`src/rtl/core_decode_pkg.sv`:
```
// Shared decode types for core_decode_queue: opcodes, op classes, function codes and the packed micro-op.
package core_decode_pkg;

    localparam logic [6:0] OPC_IO       = 7'b0000001;
    localparam logic [6:0] OPC_LOAD     = 7'b0000011;
    localparam logic [6:0] OPC_LOAD_FP  = 7'b0000111;
    localparam logic [6:0] OPC_ROT      = 7'b0001011;
    localparam logic [6:0] OPC_OP_IMM   = 7'b0010011;
    localparam logic [6:0] OPC_AUIPC    = 7'b0010111;
    localparam logic [6:0] OPC_STORE    = 7'b0100011;
    localparam logic [6:0] OPC_STORE_FP = 7'b0100111;
    localparam logic [6:0] OPC_OP       = 7'b0110011;
    localparam logic [6:0] OPC_LUI      = 7'b0110111;
    localparam logic [6:0] OPC_OP_FP    = 7'b1010011;
    localparam logic [6:0] OPC_BRANCH   = 7'b1100011;
    localparam logic [6:0] OPC_JALR     = 7'b1100111;
    localparam logic [6:0] OPC_JAL      = 7'b1101111;

    typedef enum logic [3:0] {
        OC_ALU, OC_ALUI, OC_BRANCH, OC_LOAD, OC_STORE, OC_JAL, OC_JALR, OC_LUI,
        OC_AUIPC, OC_FPU, OC_FLOAD, OC_FSTORE, OC_IO, OC_ROT, OC_ILLEGAL
    } op_class_e;

    typedef enum logic [4:0] {
        F_ADD, F_SUB, F_SLL, F_SLT, F_SLTU, F_XOR, F_SRL, F_SRA, F_OR, F_AND,
        F_BEQ, F_BNE, F_BLT, F_BGE, F_BLTU, F_BGEU,
        F_LB, F_LH, F_LW, F_LBU, F_LHU, F_SB, F_SH, F_SW,
        F_IN, F_OUT
    } func_e;

    // FP codes share encodings with integer ones; op_class FPU tells them apart.
    localparam func_e F_FADD   = F_ADD;
    localparam func_e F_FSUB   = F_SUB;
    localparam func_e F_FMUL   = F_SLL;
    localparam func_e F_FDIV   = F_SLT;
    localparam func_e F_FSQRT  = F_SLTU;
    localparam func_e F_FSGNJX = F_XOR;
    localparam func_e F_FEQ    = F_SRL;
    localparam func_e F_FLT    = F_SRA;
    localparam func_e F_FLE    = F_OR;
    localparam func_e F_FCVTWS = F_AND;
    localparam func_e F_FCVTSW = F_BEQ;
    localparam func_e F_FMVWX  = F_BNE;

    typedef enum logic [2:0] {FMT_NONE, FMT_I, FMT_S, FMT_B, FMT_U, FMT_J} imm_fmt_e;

    typedef struct packed {
        op_class_e  op_class;
        func_e      func;
        logic [4:0] rd;
        logic [4:0] rs1;
        logic [4:0] rs2;
        logic       rd_fp;
        logic       rs1_fp;
        logic       rs2_fp;
    } uop_t;

    localparam int UOP_W = $bits(uop_t);

    function automatic func_e alu_func(input logic [2:0] f3, input logic alt);
        case (f3)
            3'b000:  return alt ? F_SUB : F_ADD;
            3'b001:  return F_SLL;
            3'b010:  return F_SLT;
            3'b011:  return F_SLTU;
            3'b100:  return F_XOR;
            3'b101:  return alt ? F_SRA : F_SRL;
            3'b110:  return F_OR;
            default: return F_AND;
        endcase
    endfunction

endpackage

```
`src/rtl/core_decode_logic.sv`:
```
// Combinational instruction decoder: INST -> {uop_t, IMM, ILLEGAL}.
// FP classes are decoded only when CORE_DECODE_FPU_EN is defined.
module core_decode_logic
    import core_decode_pkg::*;
(
    input  logic [31:0] INST,
    output uop_t        UOP,
    output logic [31:0] IMM,
    output logic        ILLEGAL
);

    logic [6:0] opcode;
    logic [6:0] f7;
    logic [2:0] f3;
    logic [4:0] rd_f, rs1_f, rs2_f;
    logic       rm_ok;

    assign opcode = INST[6:0];
    assign rd_f   = INST[11:7];
    assign f3     = INST[14:12];
    assign rs1_f  = INST[19:15];
    assign rs2_f  = INST[24:20];
    assign f7     = INST[31:25];
    assign rm_ok  = (f3 != 3'b101) && (f3 != 3'b110);

    op_class_e cls;
    func_e     fn;
    imm_fmt_e  fmt;
    logic      ok, use_rd, use_rs1, use_rs2, fp_rd, fp_rs1, fp_rs2;

    // NOTE: every always_comb output gets a default first, so no path can infer a latch.
    always_comb begin
        cls = OC_ILLEGAL;  fn = F_ADD;  fmt = FMT_NONE;  ok = 1'b0;
        use_rd = 1'b0;  use_rs1 = 1'b0;  use_rs2 = 1'b0;
        fp_rd  = 1'b0;  fp_rs1  = 1'b0;  fp_rs2  = 1'b0;
        case (opcode)
            OPC_LUI:   begin cls = OC_LUI;   ok = 1'b1; use_rd = 1'b1; fmt = FMT_U; end
            OPC_AUIPC: begin cls = OC_AUIPC; ok = 1'b1; use_rd = 1'b1; fmt = FMT_U; end
            OPC_JAL:   begin cls = OC_JAL;   ok = 1'b1; use_rd = 1'b1; fmt = FMT_J; end
            OPC_JALR:  begin
                cls = OC_JALR; ok = (f3 == 3'b000); use_rd = 1'b1; use_rs1 = 1'b1; fmt = FMT_I;
            end
            OPC_BRANCH: begin
                cls = OC_BRANCH; ok = 1'b1; use_rs1 = 1'b1; use_rs2 = 1'b1; fmt = FMT_B;
                case (f3)
                    3'b000:  fn = F_BEQ;
                    3'b001:  fn = F_BNE;
                    3'b100:  fn = F_BLT;
                    3'b101:  fn = F_BGE;
                    3'b110:  fn = F_BLTU;
                    3'b111:  fn = F_BGEU;
                    default: ok = 1'b0;
                endcase
            end
            OPC_LOAD: begin
                cls = OC_LOAD; ok = 1'b1; use_rd = 1'b1; use_rs1 = 1'b1; fmt = FMT_I;
                case (f3)
                    3'b000:  fn = F_LB;
                    3'b001:  fn = F_LH;
                    3'b010:  fn = F_LW;
                    3'b100:  fn = F_LBU;
                    3'b101:  fn = F_LHU;
                    default: ok = 1'b0;
                endcase
            end
            OPC_STORE: begin
                cls = OC_STORE; ok = 1'b1; use_rs1 = 1'b1; use_rs2 = 1'b1; fmt = FMT_S;
                case (f3)
                    3'b000:  fn = F_SB;
                    3'b001:  fn = F_SH;
                    3'b010:  fn = F_SW;
                    default: ok = 1'b0;
                endcase
            end
            OPC_OP_IMM: begin
                cls = OC_ALUI; use_rd = 1'b1; use_rs1 = 1'b1; fmt = FMT_I;
                fn  = alu_func(f3, (f3 == 3'b101) && INST[30]);
                case (f3)
                    3'b001:  ok = (f7 == 7'b0000000);
                    3'b101:  ok = (f7 == 7'b0000000) || (f7 == 7'b0100000);
                    default: ok = 1'b1;
                endcase
            end
            OPC_OP: begin
                cls = OC_ALU; use_rd = 1'b1; use_rs1 = 1'b1; use_rs2 = 1'b1;
                fn  = alu_func(f3, INST[30]);
                ok  = (f7 == 7'b0000000) ||
                      ((f7 == 7'b0100000) && ((f3 == 3'b000) || (f3 == 3'b101)));
            end
            OPC_IO: begin
                cls = OC_IO;
                case (f3)
                    3'b000:  begin ok = 1'b1; fn = F_IN;  use_rd  = 1'b1; end
                    3'b001:  begin ok = 1'b1; fn = F_OUT; use_rs1 = 1'b1; end
                    default: ok = 1'b0;
                endcase
            end
            OPC_ROT: begin
                // Custom rotate: R-type, f3 001 rotates left, 101 rotates right.
                cls = OC_ROT; use_rd = 1'b1; use_rs1 = 1'b1; use_rs2 = 1'b1;
                fn  = (f3 == 3'b001) ? F_SLL : F_SRL;
                ok  = (f7 == 7'b0000000) && ((f3 == 3'b001) || (f3 == 3'b101));
            end
`ifdef CORE_DECODE_FPU_EN
            OPC_LOAD_FP: begin
                cls = OC_FLOAD; fn = F_LW; ok = (f3 == 3'b010); fmt = FMT_I;
                use_rd = 1'b1; fp_rd = 1'b1; use_rs1 = 1'b1;
            end
            OPC_STORE_FP: begin
                cls = OC_FSTORE; fn = F_SW; ok = (f3 == 3'b010); fmt = FMT_S;
                use_rs1 = 1'b1; use_rs2 = 1'b1; fp_rs2 = 1'b1;
            end
            OPC_OP_FP: begin
                cls = OC_FPU; use_rd = 1'b1; use_rs1 = 1'b1;
                case (f7)
                    7'b0000000: begin fn = F_FADD; ok = rm_ok; use_rs2 = 1'b1; {fp_rd, fp_rs1, fp_rs2} = 3'b111; end
                    7'b0000100: begin fn = F_FSUB; ok = rm_ok; use_rs2 = 1'b1; {fp_rd, fp_rs1, fp_rs2} = 3'b111; end
                    7'b0001000: begin fn = F_FMUL; ok = rm_ok; use_rs2 = 1'b1; {fp_rd, fp_rs1, fp_rs2} = 3'b111; end
                    7'b0001100: begin fn = F_FDIV; ok = rm_ok; use_rs2 = 1'b1; {fp_rd, fp_rs1, fp_rs2} = 3'b111; end
                    7'b0101100: begin fn = F_FSQRT; ok = rm_ok && (rs2_f == 5'd0); {fp_rd, fp_rs1} = 2'b11; end
                    7'b0010000: begin fn = F_FSGNJX; ok = (f3 == 3'b010); use_rs2 = 1'b1; {fp_rd, fp_rs1, fp_rs2} = 3'b111; end
                    7'b1010000: begin
                        use_rs2 = 1'b1; {fp_rs1, fp_rs2} = 2'b11; ok = 1'b1;
                        case (f3)
                            3'b010:  fn = F_FEQ;
                            3'b001:  fn = F_FLT;
                            3'b000:  fn = F_FLE;
                            default: ok = 1'b0;
                        endcase
                    end
                    7'b1100000: begin fn = F_FCVTWS; ok = rm_ok && (rs2_f == 5'd0); fp_rs1 = 1'b1; end
                    7'b1101000: begin fn = F_FCVTSW; ok = rm_ok && (rs2_f == 5'd0); fp_rd  = 1'b1; end
                    7'b1111000: begin fn = F_FMVWX; ok = (f3 == 3'b000) && (rs2_f == 5'd0); fp_rd = 1'b1; end
                    default:    ok = 1'b0;
                endcase
            end
`endif
            default: ok = 1'b0;
        endcase
    end

    always_comb begin
        UOP          = '0;
        UOP.op_class = OC_ILLEGAL;
        IMM          = '0;
        ILLEGAL      = !ok;
        if (ok) begin
            UOP.op_class = cls;
            UOP.func     = fn;
            UOP.rd       = use_rd  ? rd_f  : 5'd0;
            UOP.rs1      = use_rs1 ? rs1_f : 5'd0;
            UOP.rs2      = use_rs2 ? rs2_f : 5'd0;
            UOP.rd_fp    = use_rd  && fp_rd;
            UOP.rs1_fp   = use_rs1 && fp_rs1;
            UOP.rs2_fp   = use_rs2 && fp_rs2;
            case (fmt)
                FMT_I:   IMM = {{20{INST[31]}}, INST[31:20]};
                FMT_S:   IMM = {{20{INST[31]}}, INST[31:25], INST[11:7]};
                FMT_B:   IMM = {{19{INST[31]}}, INST[31], INST[7], INST[30:25], INST[11:8], 1'b0};
                FMT_U:   IMM = {INST[31:12], 12'b0};
                FMT_J:   IMM = {{11{INST[31]}}, INST[31], INST[19:12], INST[20], INST[30:21], 1'b0};
                default: IMM = '0;
            endcase
        end
    end

endmodule

```
`src/rtl/core_decode_queue.sv`:
```
// Decode stage with a DEPTH-entry FIFO of decoded micro-ops between fetch and issue.
// Optional FP decode: CORE_DECODE_FPU_EN.
module core_decode_queue
    import core_decode_pkg::*;
#(
    parameter int DEPTH  = 4,
    parameter int ADDR_W = 32
) (
    input  logic                   CLK,
    input  logic                   RST,
    input  logic                   FLUSH,
    input  logic                   IN_VALID,
    output logic                   IN_READY,
    input  logic [31:0]            IN_INST,
    input  logic [ADDR_W-1:0]      IN_PC,
    output logic                   OUT_VALID,
    input  logic                   OUT_READY,
    output logic [ADDR_W-1:0]      OUT_PC,
    output logic [UOP_W-1:0]       OUT_UOP,
    output logic [31:0]            OUT_IMM,
    output logic                   OUT_ILLEGAL,
    output logic [$clog2(DEPTH):0] COUNT
);

    localparam int PTR_W = $clog2(DEPTH);
    localparam logic [PTR_W:0] FULL_COUNT = (PTR_W + 1)'(DEPTH);

    typedef struct packed {
        logic [ADDR_W-1:0] pc;
        uop_t              uop;
        logic [31:0]       imm;
        logic              illegal;
    } entry_t;

    entry_t           mem [DEPTH];
    entry_t           head;
    logic [PTR_W-1:0] wr_ptr, rd_ptr;
    logic [PTR_W:0]   count;
    logic             ready_en, push, pop;
    uop_t             dec_uop;
    logic [31:0]      dec_imm;
    logic             dec_illegal;

    core_decode_logic u_decode (
        .INST    (IN_INST),
        .UOP     (dec_uop),
        .IMM     (dec_imm),
        .ILLEGAL (dec_illegal)
    );

    assign OUT_VALID = (count != '0);
    assign IN_READY  = ready_en && (count != FULL_COUNT) && !FLUSH;
    assign push      = IN_VALID && IN_READY;
    assign pop       = OUT_VALID && OUT_READY;
    assign COUNT     = count;

    // NOTE: sequential state uses non-blocking assignments so every flop samples pre-edge values.
    always_ff @(posedge CLK or posedge RST) begin
        if (RST) begin
            wr_ptr   <= '0;
            rd_ptr   <= '0;
            count    <= '0;
            ready_en <= 1'b0;
        end else begin
            ready_en <= 1'b1;
            if (FLUSH) begin
                wr_ptr <= '0;
                rd_ptr <= '0;
                count  <= '0;
            end else begin
                if (push) wr_ptr <= wr_ptr + 1'b1;
                if (pop)  rd_ptr <= rd_ptr + 1'b1;
                case ({push, pop})
                    2'b10:   count <= count + 1'b1;
                    2'b01:   count <= count - 1'b1;
                    default: ;
                endcase
            end
        end
    end

    // NOTE: the entry storage is not reset; count gates every read, so stale contents never escape.
    always_ff @(posedge CLK) begin
        if (push) begin
            mem[wr_ptr].pc      <= IN_PC;
            mem[wr_ptr].uop     <= dec_uop;
            mem[wr_ptr].imm     <= dec_imm;
            mem[wr_ptr].illegal <= dec_illegal;
        end
    end

    assign head = mem[rd_ptr];

    always_comb begin
        OUT_PC      = '0;
        OUT_UOP     = '0;
        OUT_IMM     = '0;
        OUT_ILLEGAL = 1'b0;
        if (OUT_VALID) begin
            OUT_PC      = head.pc;
            OUT_UOP     = head.uop;
            OUT_IMM     = head.imm;
            OUT_ILLEGAL = head.illegal;
        end
    end

endmodule

```
`config.mk`:
```
export PLATFORM = sky130hd
export DESIGN_NAME = core_decode_queue
export DESIGN_NICKNAME = d
export VERILOG_FILES = /design/src/rtl/core_decode_pkg.sv /design/src/rtl/core_decode_logic.sv /design/src/rtl/core_decode_queue.sv
export SDC_FILE = /design/constraint.sdc
export NUM_CORES = 1
export LEC_CHECK = 0
export BUFFER_PORTS_ARGS = -buffer_cell sky130_fd_sc_hd__buf_2
export CAP_MARGIN = 20
export CORE_MARGIN = 2
export CORE_UTILIZATION = 24
export CTS_CLUSTER_DIAMETER = 40
export DETAILED_ROUTE_END_ITERATION = 7
export GPL_ROUTABILITY_DRIVEN = 0
export GPL_TIMING_DRIVEN = 0
export PLACE_DENSITY = 0.38
export REMOVE_ABC_BUFFERS = 1
export SLEW_MARGIN = 30
export SYNTH_ARGS = -nofsm -noshare
export SYNTH_HDL_FRONTEND = slang
export SYNTH_SLANG_ARGS = --single-unit
```
`constraint.sdc`:
```
create_clock -name CLK -period 5.36 [get_ports CLK]
set_clock_uncertainty 0.05 [all_clocks]
set_input_delay 0.268 -clock CLK [delete_from_list [all_inputs] [get_ports CLK]]
set_output_delay 0.268 -clock CLK [all_outputs]
set_load 0.01 [all_outputs]
```
After elaboration in Yosys (flattened, before gate mapping)
Memory sizes are Yosys's and may differ from the RTL's.
Cells that the tools add are included.
Widths: inputs -> output; s select.
Operators by class
  add/subtract/negate cells: 4
  equal/unequal tests: 27
  muxes and demuxes: 43
  reductions and logical operators: 29
Operator list (count)
  $pmux 32 s5: 1
  $pmux 5 s7: 3
  $mux 32: 3
  $mux 27: 2
  $pmux 4 s11: 1
  $eq 7x6->1 const B: 4
  $pmux 5 s5: 1
  $pmux 4 s6: 1
  $eq 7x7->1 const B: 3
  $eq 3x3->1 const B: 6
  $mux 5: 3
  $pmux 3 s5: 1
  $pmux 5 s3: 1
  $eq 7x5->1 const B: 2
  $mux 1: 14
  $eq 3x2->1 const B: 4
  $pmux 5 s2: 1
  $pmux 1 s9: 1
  $reduce_or 3->1: 3
  $mux 2: 4
  $reduce_or 8->1: 1
  $eq 7x1->1 const B: 1
  $eq 7x2->1 const B: 1
  $eq 7x4->1 const B: 1
  22 further kinds: 40
Storage, ports and cells
  bits in registers: 8
  bits in writable memories: 368
  bits of input ports: 69
  output and inout port bits: 97
  word-level logic and storage cells: 108
  memories: 1
Memory list
  mem: depth 4, width 92, rd ports 1, clocked after memory_dff 0, write ports 1, RTL line core_decode_queue.sv:35  | entry_t mem [DEPTH];

Logic depth before layout (Yosys ltp)
Gate-level depths: netlist (run 1).
  word-level depth: 7
  gate-level depth with buffers: 9
  gate-level depth less buffers: 7

Modules after synthesis
From an unflattened synthesis (run 1), not the netlist that was laid out.
Second synthesis, totals
  cells, all modules: 908
  area total of the unflattened synthesis: 15861.5 um2
By module, submodules not included
  core_decode_queue: times used 1, cells an instance 636, area each 14356.3 um2, seq. area each 11250.8 um2
  core_decode_logic: times used 1, cells an instance 272, area each 1505.2 um2, seq. area each 0.0 um2

Worst setup path before layout (run 1)
Ideal clock, no wire load.
  path kind: in2reg
  start: in FLUSH
  end: mem mem[0][0] (netlist bit), enable pin
  library setup time: 0.457 ns
  data arrival time: 3.317 ns
  required time: 4.853 ns
  setup slack: 1.535 ns
  cell stages on the path: 5
  buffers on the path: 2
  cells stage by stage: clkbuf_1 -> nand2b_1 -> a211oi_1 -> clkbuf_1 -> and2_1
On the way
  word-level cells in the longest chain between the ends: 5
Ends and longest elaborated chain
  start: declaration: RTL line core_decode_queue.sv:11  | input logic FLUSH,
  $logic_not 1->1: RTL line core_decode_queue.sv:52  | assign IN_READY = ready_en && (count != FULL_COUNT) && !FLUSH;
  $logic_and 1x1->1: RTL line core_decode_queue.sv:52
  $logic_and 1x1->1: RTL line core_decode_queue.sv:53  | assign push = IN_VALID && IN_READY;
  $mux 1: RTL line core_decode_queue.sv:84  | if (push) begin
  $mux 1 (implied by the code): RTL line core_decode_queue.sv:88  | mem[wr_ptr].illegal <= dec_illegal;
  end: declaration: RTL line core_decode_queue.sv:35
Every way passes these cells.

==> impl_metrics.env, run 1 <==
export IMPL_synth_avg_cell_area_um2=17.7
export IMPL_rsz0062_at_grt="false"
export IMPL_fin_crit_sh_pct=55.9
export IMPL_crit_type="primary input to flip-flop"
export IMPL_hp_class="primary input to flip-flop"
export IMPL_synth_async_reset_ratio_pct=2.20
export IMPL_seq_area_frac_synth_pct=71.2
export IMPL_synth_seq_cells=364
export IMPL_gr_usage_all_layers_pct=12.4
export IMPL_cp_num_buf_inv=4
export IMPL_antenna_found_initial=4
export IMPL_core_area_mm2=0.0631
export IMPL_grt_pass1_wl_mm=61.5
export IMPL_nFillCells=6260
export IMPL_drt_initial_drc_count=413
export IMPL_finalMaxSlewViolations=0
export IMPL_postCtsHoldBufs=45
export IMPL_postLayoutCoreUtil_pct=32.0
export IMPL_initial_core_util_pct=24.3
export IMPL_ant_nets=0
export IMPL_route_vias_total=8673
export IMPL_synth_cells=866
export IMPL_tightest_slew_ns=0.874
export IMPL_crit_top_cell="buf_4"
export IMPL_dp_hpwl_mm=25.4
export IMPL_seq_power_share_pct=33.0
export IMPL_sw_frac_of_total_pct=27.3
export IMPL_placed_cell_area_mm2=0.0175
export IMPL_whs_ns=0.0389
export IMPL_cts_buffer_depth=3
export IMPL_cp_required_ns=5.69
export IMPL_timing_final_ws_setup_ns=2.37
export IMPL_syn_area_mm2=0.0153
export IMPL_cp_start_kind="primary input"
export IMPL_area_delta_synth_final_pct=31.8
export IMPL_path_depth=9
export IMPL_slowest_delay_ns=0.72
export IMPL_overflow=0
export IMPL_reg2regPathDepth=5
export IMPL_p_leak_nw=7.08
export IMPL_post_cts_resized=0
export IMPL_final_nets=1172
export IMPL_cap_violations=0
export IMPL_drive_gt1_share_pct=34.8
export IMPL_finalHoldViolCount=0
export IMPL_combPwrFrac_pct=23.4
export IMPL_power_w=0.00979
export IMPL_dieArea_mm2=0.0658
export IMPL_synth_edff_count=356
export IMPL_period_minus_slack_ns=2.99
export IMPL_grt_max_degree=39
export IMPL_ios=166
export IMPL_cpMaxStageDelayCell="and2_1"
export IMPL_cts_setup_buffers=0
export IMPL_rows=92
export IMPL_h_tree_depth=2
export IMPL_clock_latency_ns=0.60
export IMPL_grt_pass1_vias=9414
export IMPL_multi_input_area_mm2=0.00413
export IMPL_viasPerCell=4.35
export IMPL_ys_flop_type="edfxtp_1"
export IMPL_yosysWarningCount=0
export IMPL_root_buffer="clkbuf_16"
export IMPL_end_kind="flip-flop"
export IMPL_ys_types=62
export IMPL_holdPathStages=3
export IMPL_fmax_mhz=334
export IMPL_post_place_ws_ns=1.68
export IMPL_critPathTopFamily="simple AND/OR/NAND/NOR gates"
export IMPL_regArea_mm2=0.0109
export IMPL_cts_buffers_inserted=60
export IMPL_final_area_mm2=0.0202
export IMPL_post_drt_wl_per_cell_um=20.4
export IMPL_drt_total_wl_mm=40.7
export IMPL_switchingPower_w=0.00267
export IMPL_clkPwrFrac_pct=43.6
export IMPL_crit_arrival_ns=3.33
export IMPL_die_w_um=256
export IMPL_clock_sinks=364
export IMPL_drc=0
export IMPL_crit_fanout=22
export IMPL_crit_chain="buf_2 -> and2_1 -> nand3_1 -> o32ai_1 -> nor4_4 -> buf_4 -> buf_4 -> buf_4 -> a21oi_1"
export IMPL_die_h_um=256
export IMPL_firstDrtPassIters=4
export IMPL_setup_violations=0
export IMPL_port_buffers=162
export IMPL_irDropWorstVdd_mv=0.262
export IMPL_run_status="completed"
export IMPL_p_per_area_mw_per_mm2=485
export IMPL_cts_tree="done"
export IMPL_clk_pin_slew_ns=0.05
export IMPL_relSlewSlack_pct=41.7
export IMPL_intPower_w=0.00712
[worst register-to-register path, cell delays in order (launching register included)]
cell and delay (ns):
dfrtp_1 0.45, nor2_1 0.10, a211oi_2 0.70, and2_4 0.64
buf_16 0.28, buf_16 0.28
[power by group through the flow]
stage | sequential [W] | clock, W | combinational (W)
after global routing | 0.00324 | 0.00450 | 0.00254
after CTS | 0.00324 | 0.00439 | 0.00241
after floorplan | 0.00343 | 0 | 0.00120
after detailed placement | 0.00329 | 0 | 0.00238
after global placement | 0.00354 | 0 | 0.00202
final | 0.00323 | 0.00426 | 0.00229
[kinds of logic after synthesis]
logic type | count (synthesis) | synth area share, %
compound gates | 126 | 5.14
xor+xnor | 6 | 0.344
fa+ha+maj | 5 | 0.458
buf+inv | 78 | 2.24
flops | 364 | 71.2
mux | 91 | 13.2
other cells | 2 | 0.0491
simple gates | 194 | 7.36
[sequential cells by signal, summed over array words and instances, names as in the netlist]
name / flops
COUNT: 3
mem: 356
rd_ptr: 2
ready_en: 1
wr_ptr: 2
[layout by cell type, fill, tap and decap left out, types with 3 or more instances in the layout]
master / netlist / final
edfxtp_1: 356 / 356
buf_2: 19 / 164
and2_1: 95 / 91
mux4_2: 89 / 89
clkbuf_16: 0 / 61
a21oi_1: 54 / 53
dlygate4sd3_1: 0 / 45
nand2_1: 29 / 29
o21ai_0: 17 / 17
nand3_1: 16 / 16
nor2_1: 16 / 16
bufinv_16: 0 / 16
a22oi_1: 14 / 14
inv_1: 14 / 14
clkinvlp_4: 0 / 12
buf_16: 0 / 12
and3_1: 7 / 7
dfrtp_1: 8 / 6
nor3_1: 6 / 6
a211oi_1: 7 / 6
clkinv_4: 0 / 6
buf_12: 0 / 6
clkinv_1: 0 / 5
a32oi_1: 4 / 4
nor4_1: 5 / 4
and2_4: 0 / 4
ha_1: 4 / 4
conb_1: 2 / 4
clkbuf_1: 38 / 4
buf_4: 3 / 4
nor2b_1: 3 / 3
xnor2_1: 3 / 3
a31oi_1: 3 / 3
a211oi_2: 2 / 3
xor2_1: 3 / 3
[per-layer routing]
layer	vias to the layer above	global-route usage (%)	wire length [um]
met5	-	0	40
met4	8	3.78	857
met3	64	2.72	2040
met2	204	20.5	19700
met1	4473	16.2	18100
li1	3924	-	-
[layout make-up]
class | instances | share of cell area, %
antenna | 1 | 0.0124
clock buffer | 65 | 7.64
clock inverter | 45 | 3.58
inverter | 14 | 0.261
multi-input combinational | 426 | 20.5
sequential | 364 | 54.0
tap | 846 | 5.25
timing repair buffer | 232 | 8.74
[Yosys cell counts (all sizes together), types with 2 or more instances]
cell type | instances | area share [%]
xor2 | 3 | 0.17
xnor2 | 3 | 0.17
or3 | 4 | 0.20
o32ai | 2 | 0.11
a211o | 2 | 0.11
o22ai | 2 | 0.082
nor2b | 3 | 0.12
dfrtp | 8 | 1.3
o21ai | 20 | 0.68
conb | 2 | 0.049
a22oi | 14 | 0.69
nor3 | 7 | 0.26
a21o | 2 | 0.098
nor2 | 16 | 0.39
inv | 14 | 0.34
o211ai | 2 | 0.098
o21bai | 2 | 0.098
ha | 4 | 0.33
a31oi | 3 | 0.12
and3 | 7 | 0.29
o21a | 2 | 0.098
edfxtp | 356 | 70
nand3 | 17 | 0.59
and2 | 96 | 3.9
buf | 26 | 0.96
a211oi | 9 | 0.51
nor4 | 7 | 0.43
clkbuf | 38 | 0.93
a32oi | 4 | 0.23
mux4 | 89 | 13
or4 | 2 | 0.12
o31ai | 2 | 0.098
a21oi | 54 | 1.8
nand2 | 29 | 0.71
[worst paths after layout]
check / startpoint / endpoint / slack, ns
max in group asynchronous: RST / rd_ptr[0] / 4.84
min in group asynchronous: RST / rd_ptr[1] / 0.13
hold reg to reg: wr_ptr[0] / wr_ptr[0] / 0.56
setup / recovery: IN_INST[1] / mem[3][39] / 2.37
hold / removal: IN_INST[9] / mem[2][48] / 0.04
setup reg to reg: COUNT[0] / mem[3][51] / 2.52
[per-stage QoR]
step,cells,TNS (ns)
4_1_cts,1992,0
6_report,1993,0
3_3_place_gp,1812,-1017.96
3_5_place_dp,1837,0
2_1_floorplan,804,0
5_1_grt,1992,0
Note: power is estimated with default switching activity, not from simulation.
==> run 2, diff against run 1 <==
==> constraint.sdc (replaced) <==
create_clock -name CLK -period 3.15 [get_ports CLK]
set_clock_uncertainty 0.05 [all_clocks]
set_input_delay 0.1575 -clock CLK [delete_from_list [all_inputs] [get_ports CLK]]
set_output_delay 0.1575 -clock CLK [all_outputs]
set_load 0.01 [all_outputs]
==> run 2 against run 1 <==
Against the previous run:
- worst setup slack worse by 2.1 ns
- critical path depth stayed put
- combinational power rose by 71%
- sequential share of layout area shrank 0.38 points
- cell count up 0.75%
- largest power group unchanged
==> impl_metrics.env, run 2 (synthesized netlist as in run 1, its figures left out) <==
export IMPL_relSlewSlack_pct=43.0
export IMPL_fin_crit_sh_pct=91.3
export IMPL_finalHoldViolCount=0
export IMPL_period_minus_slack_ns=2.88
export IMPL_dieArea_mm2=0.0658
export IMPL_hp_class="primary input to flip-flop"
export IMPL_min_from="IN_INST[12]"
export IMPL_viasPerCell=4.33
export IMPL_h_tree_depth=2
export IMPL_rows=92
export IMPL_most_common_layout_cells="edfxtp_1 (356), buf_2 (164), and2_1 (91)"
export IMPL_cp_required_ns=3.49
export IMPL_route_vias_total=8703
export IMPL_cts_setup_buffers=0
export IMPL_rsz0062_at_grt="false"
export IMPL_post_drt_wl_per_cell_um=20.3
export IMPL_end_kind="flip-flop"
export IMPL_whs_ns=0.0884
export IMPL_die_w_um=256
export IMPL_drc=0
export IMPL_initial_core_util_pct=24.3
export IMPL_clk_pin_slew_ns=0.06
export IMPL_reg2reg_to="mem[3][51]"
export IMPL_nFillCells=6262
export IMPL_top_register="mem"
export IMPL_timing_final_ws_setup_ns=0.273
export IMPL_final_common_cell="edfxtp_1"
export IMPL_r2r_start="COUNT[0]"
export IMPL_power_w=0.0167
export IMPL_finalMaxSlewViolations=0
export IMPL_irDropWorstVdd_mv=0.444
export IMPL_antenna_found_initial=5
export IMPL_root_buffer="clkbuf_16"
export IMPL_clock_sinks=364
export IMPL_dp_hpwl_mm=25.4
export IMPL_overflow=0
export IMPL_gr_usage_all_layers_pct=12.4
export IMPL_setup_violations=0
export IMPL_firstDrtPassIters=4
export IMPL_whs_endpoint="mem[0][13]"
export IMPL_grt_pass1_vias=9452
export IMPL_reg2regPathDepth=5
export IMPL_cap_violations=0
export IMPL_post_place_ws_ns=-0.418
export IMPL_ant_nets=0
export IMPL_ios=166
export IMPL_clock_latency_ns=0.60
export IMPL_port_buffers=162
export IMPL_drive_gt1_share_pct=34.4
export IMPL_crit_arrival_ns=3.21
export IMPL_die_h_um=256
export IMPL_cts_tree="done"
export IMPL_holdPathStages=3
export IMPL_run_status="completed"
export IMPL_final_nets=1186
export IMPL_largest_reg_flops=356
export IMPL_grt_max_degree=39
export IMPL_p_per_area_mw_per_mm2=821
export IMPL_drt_total_wl_mm=40.7
export IMPL_crit_fanout=22
export IMPL_fmax_mhz=348
export IMPL_grt_pass1_wl_mm=61.7
export IMPL_area_delta_synth_final_pct=32.8
export IMPL_crit_type="primary input to flip-flop"
export IMPL_cp_start_kind="primary input"
export IMPL_cts_buffer_depth=3
export IMPL_cts_buffers_inserted=60
export IMPL_reg2reg_setup_slack_ns=0.32
export IMPL_tightest_slew_ns=0.856
export IMPL_startpoint="IN_INST[1]"
export IMPL_drt_initial_drc_count=405
export IMPL_core_area_mm2=0.0631
export IMPL_p_leak_nw=7.13
run 2: worst max-delay path by stage:
| stage | to |
|---|---|
| floorplan | OUT_ILLEGAL |
| global placement | mem[0][16] |
| detailed placement | mem[0][4] |
| CTS | OUT_IMM[13] |
| global route | mem[3][32] |
| finish | mem[2][4] |
run 2: stage by stage:
stage	cell area (um2)	cells	util (%)	TNS, ns
2_1_floorplan	15000	804	-	-570.18
3_3_place_gp	16900	1812	26.8	-2429.35
3_5_place_dp	17500	1837	27.7	-25.72
4_1_cts	20300	2006	32.2	0
5_1_grt	20300	2007	32.2	0
6_report	20300	2008	32.2	0
run 2: metal layers:
layer  wire (um)  vias up  track usage (%)
li1            -     3951                -
met2       19700      205             20.6
met5          42        -                0
met1       18100     4473             16.3
met4         861        8             3.78
met3        1960       66             2.62
run 2: report_power, final:
group	leakage (nW)	total [W]	switching (W)	internal, W
Sequential	3.67	0.00550	0.0000853	0.00542
Clock	1.05	0.00726	0.00240	0.00486
Combinational	2.41	0.00391	0.00207	0.00184
run 2: cell type report:
| type | instances | area, um2 | area share, % |
|---|---|---|---|
| Sequential cell | 364 | 10900 | 53.6 |
| Multi-Input combinational cell | 426 | 4130 | 20.3 |
| Timing Repair Buffer | 246 | 1900 | 9.37 |
| Clock buffer | 65 | 1540 | 7.59 |
| Tap cell | 846 | 1060 | 5.21 |
| Clock inverter | 45 | 722 | 3.55 |
| Inverter | 14 | 52.6 | 0.259 |
| Antenna cell | 2 | 5.00 | 0.0246 |
run 2: repair_timing:
action / 4_1_cts / 5_1_grt
endpoints found under the hold margin: 289 / 0
hold buffers: 59 / 0
resized for setup: 0 / 0
run 2: worst max-delay path, stage by stage:
cell	delay, ns
buf_2	0.14
and2_1	0.70
nand3_1	0.42
o32ai_1	0.63
nor4_4	0.17
buf_4	0.23
buf_4	0.20
buf_4	0.19
a21oi_1	0.35
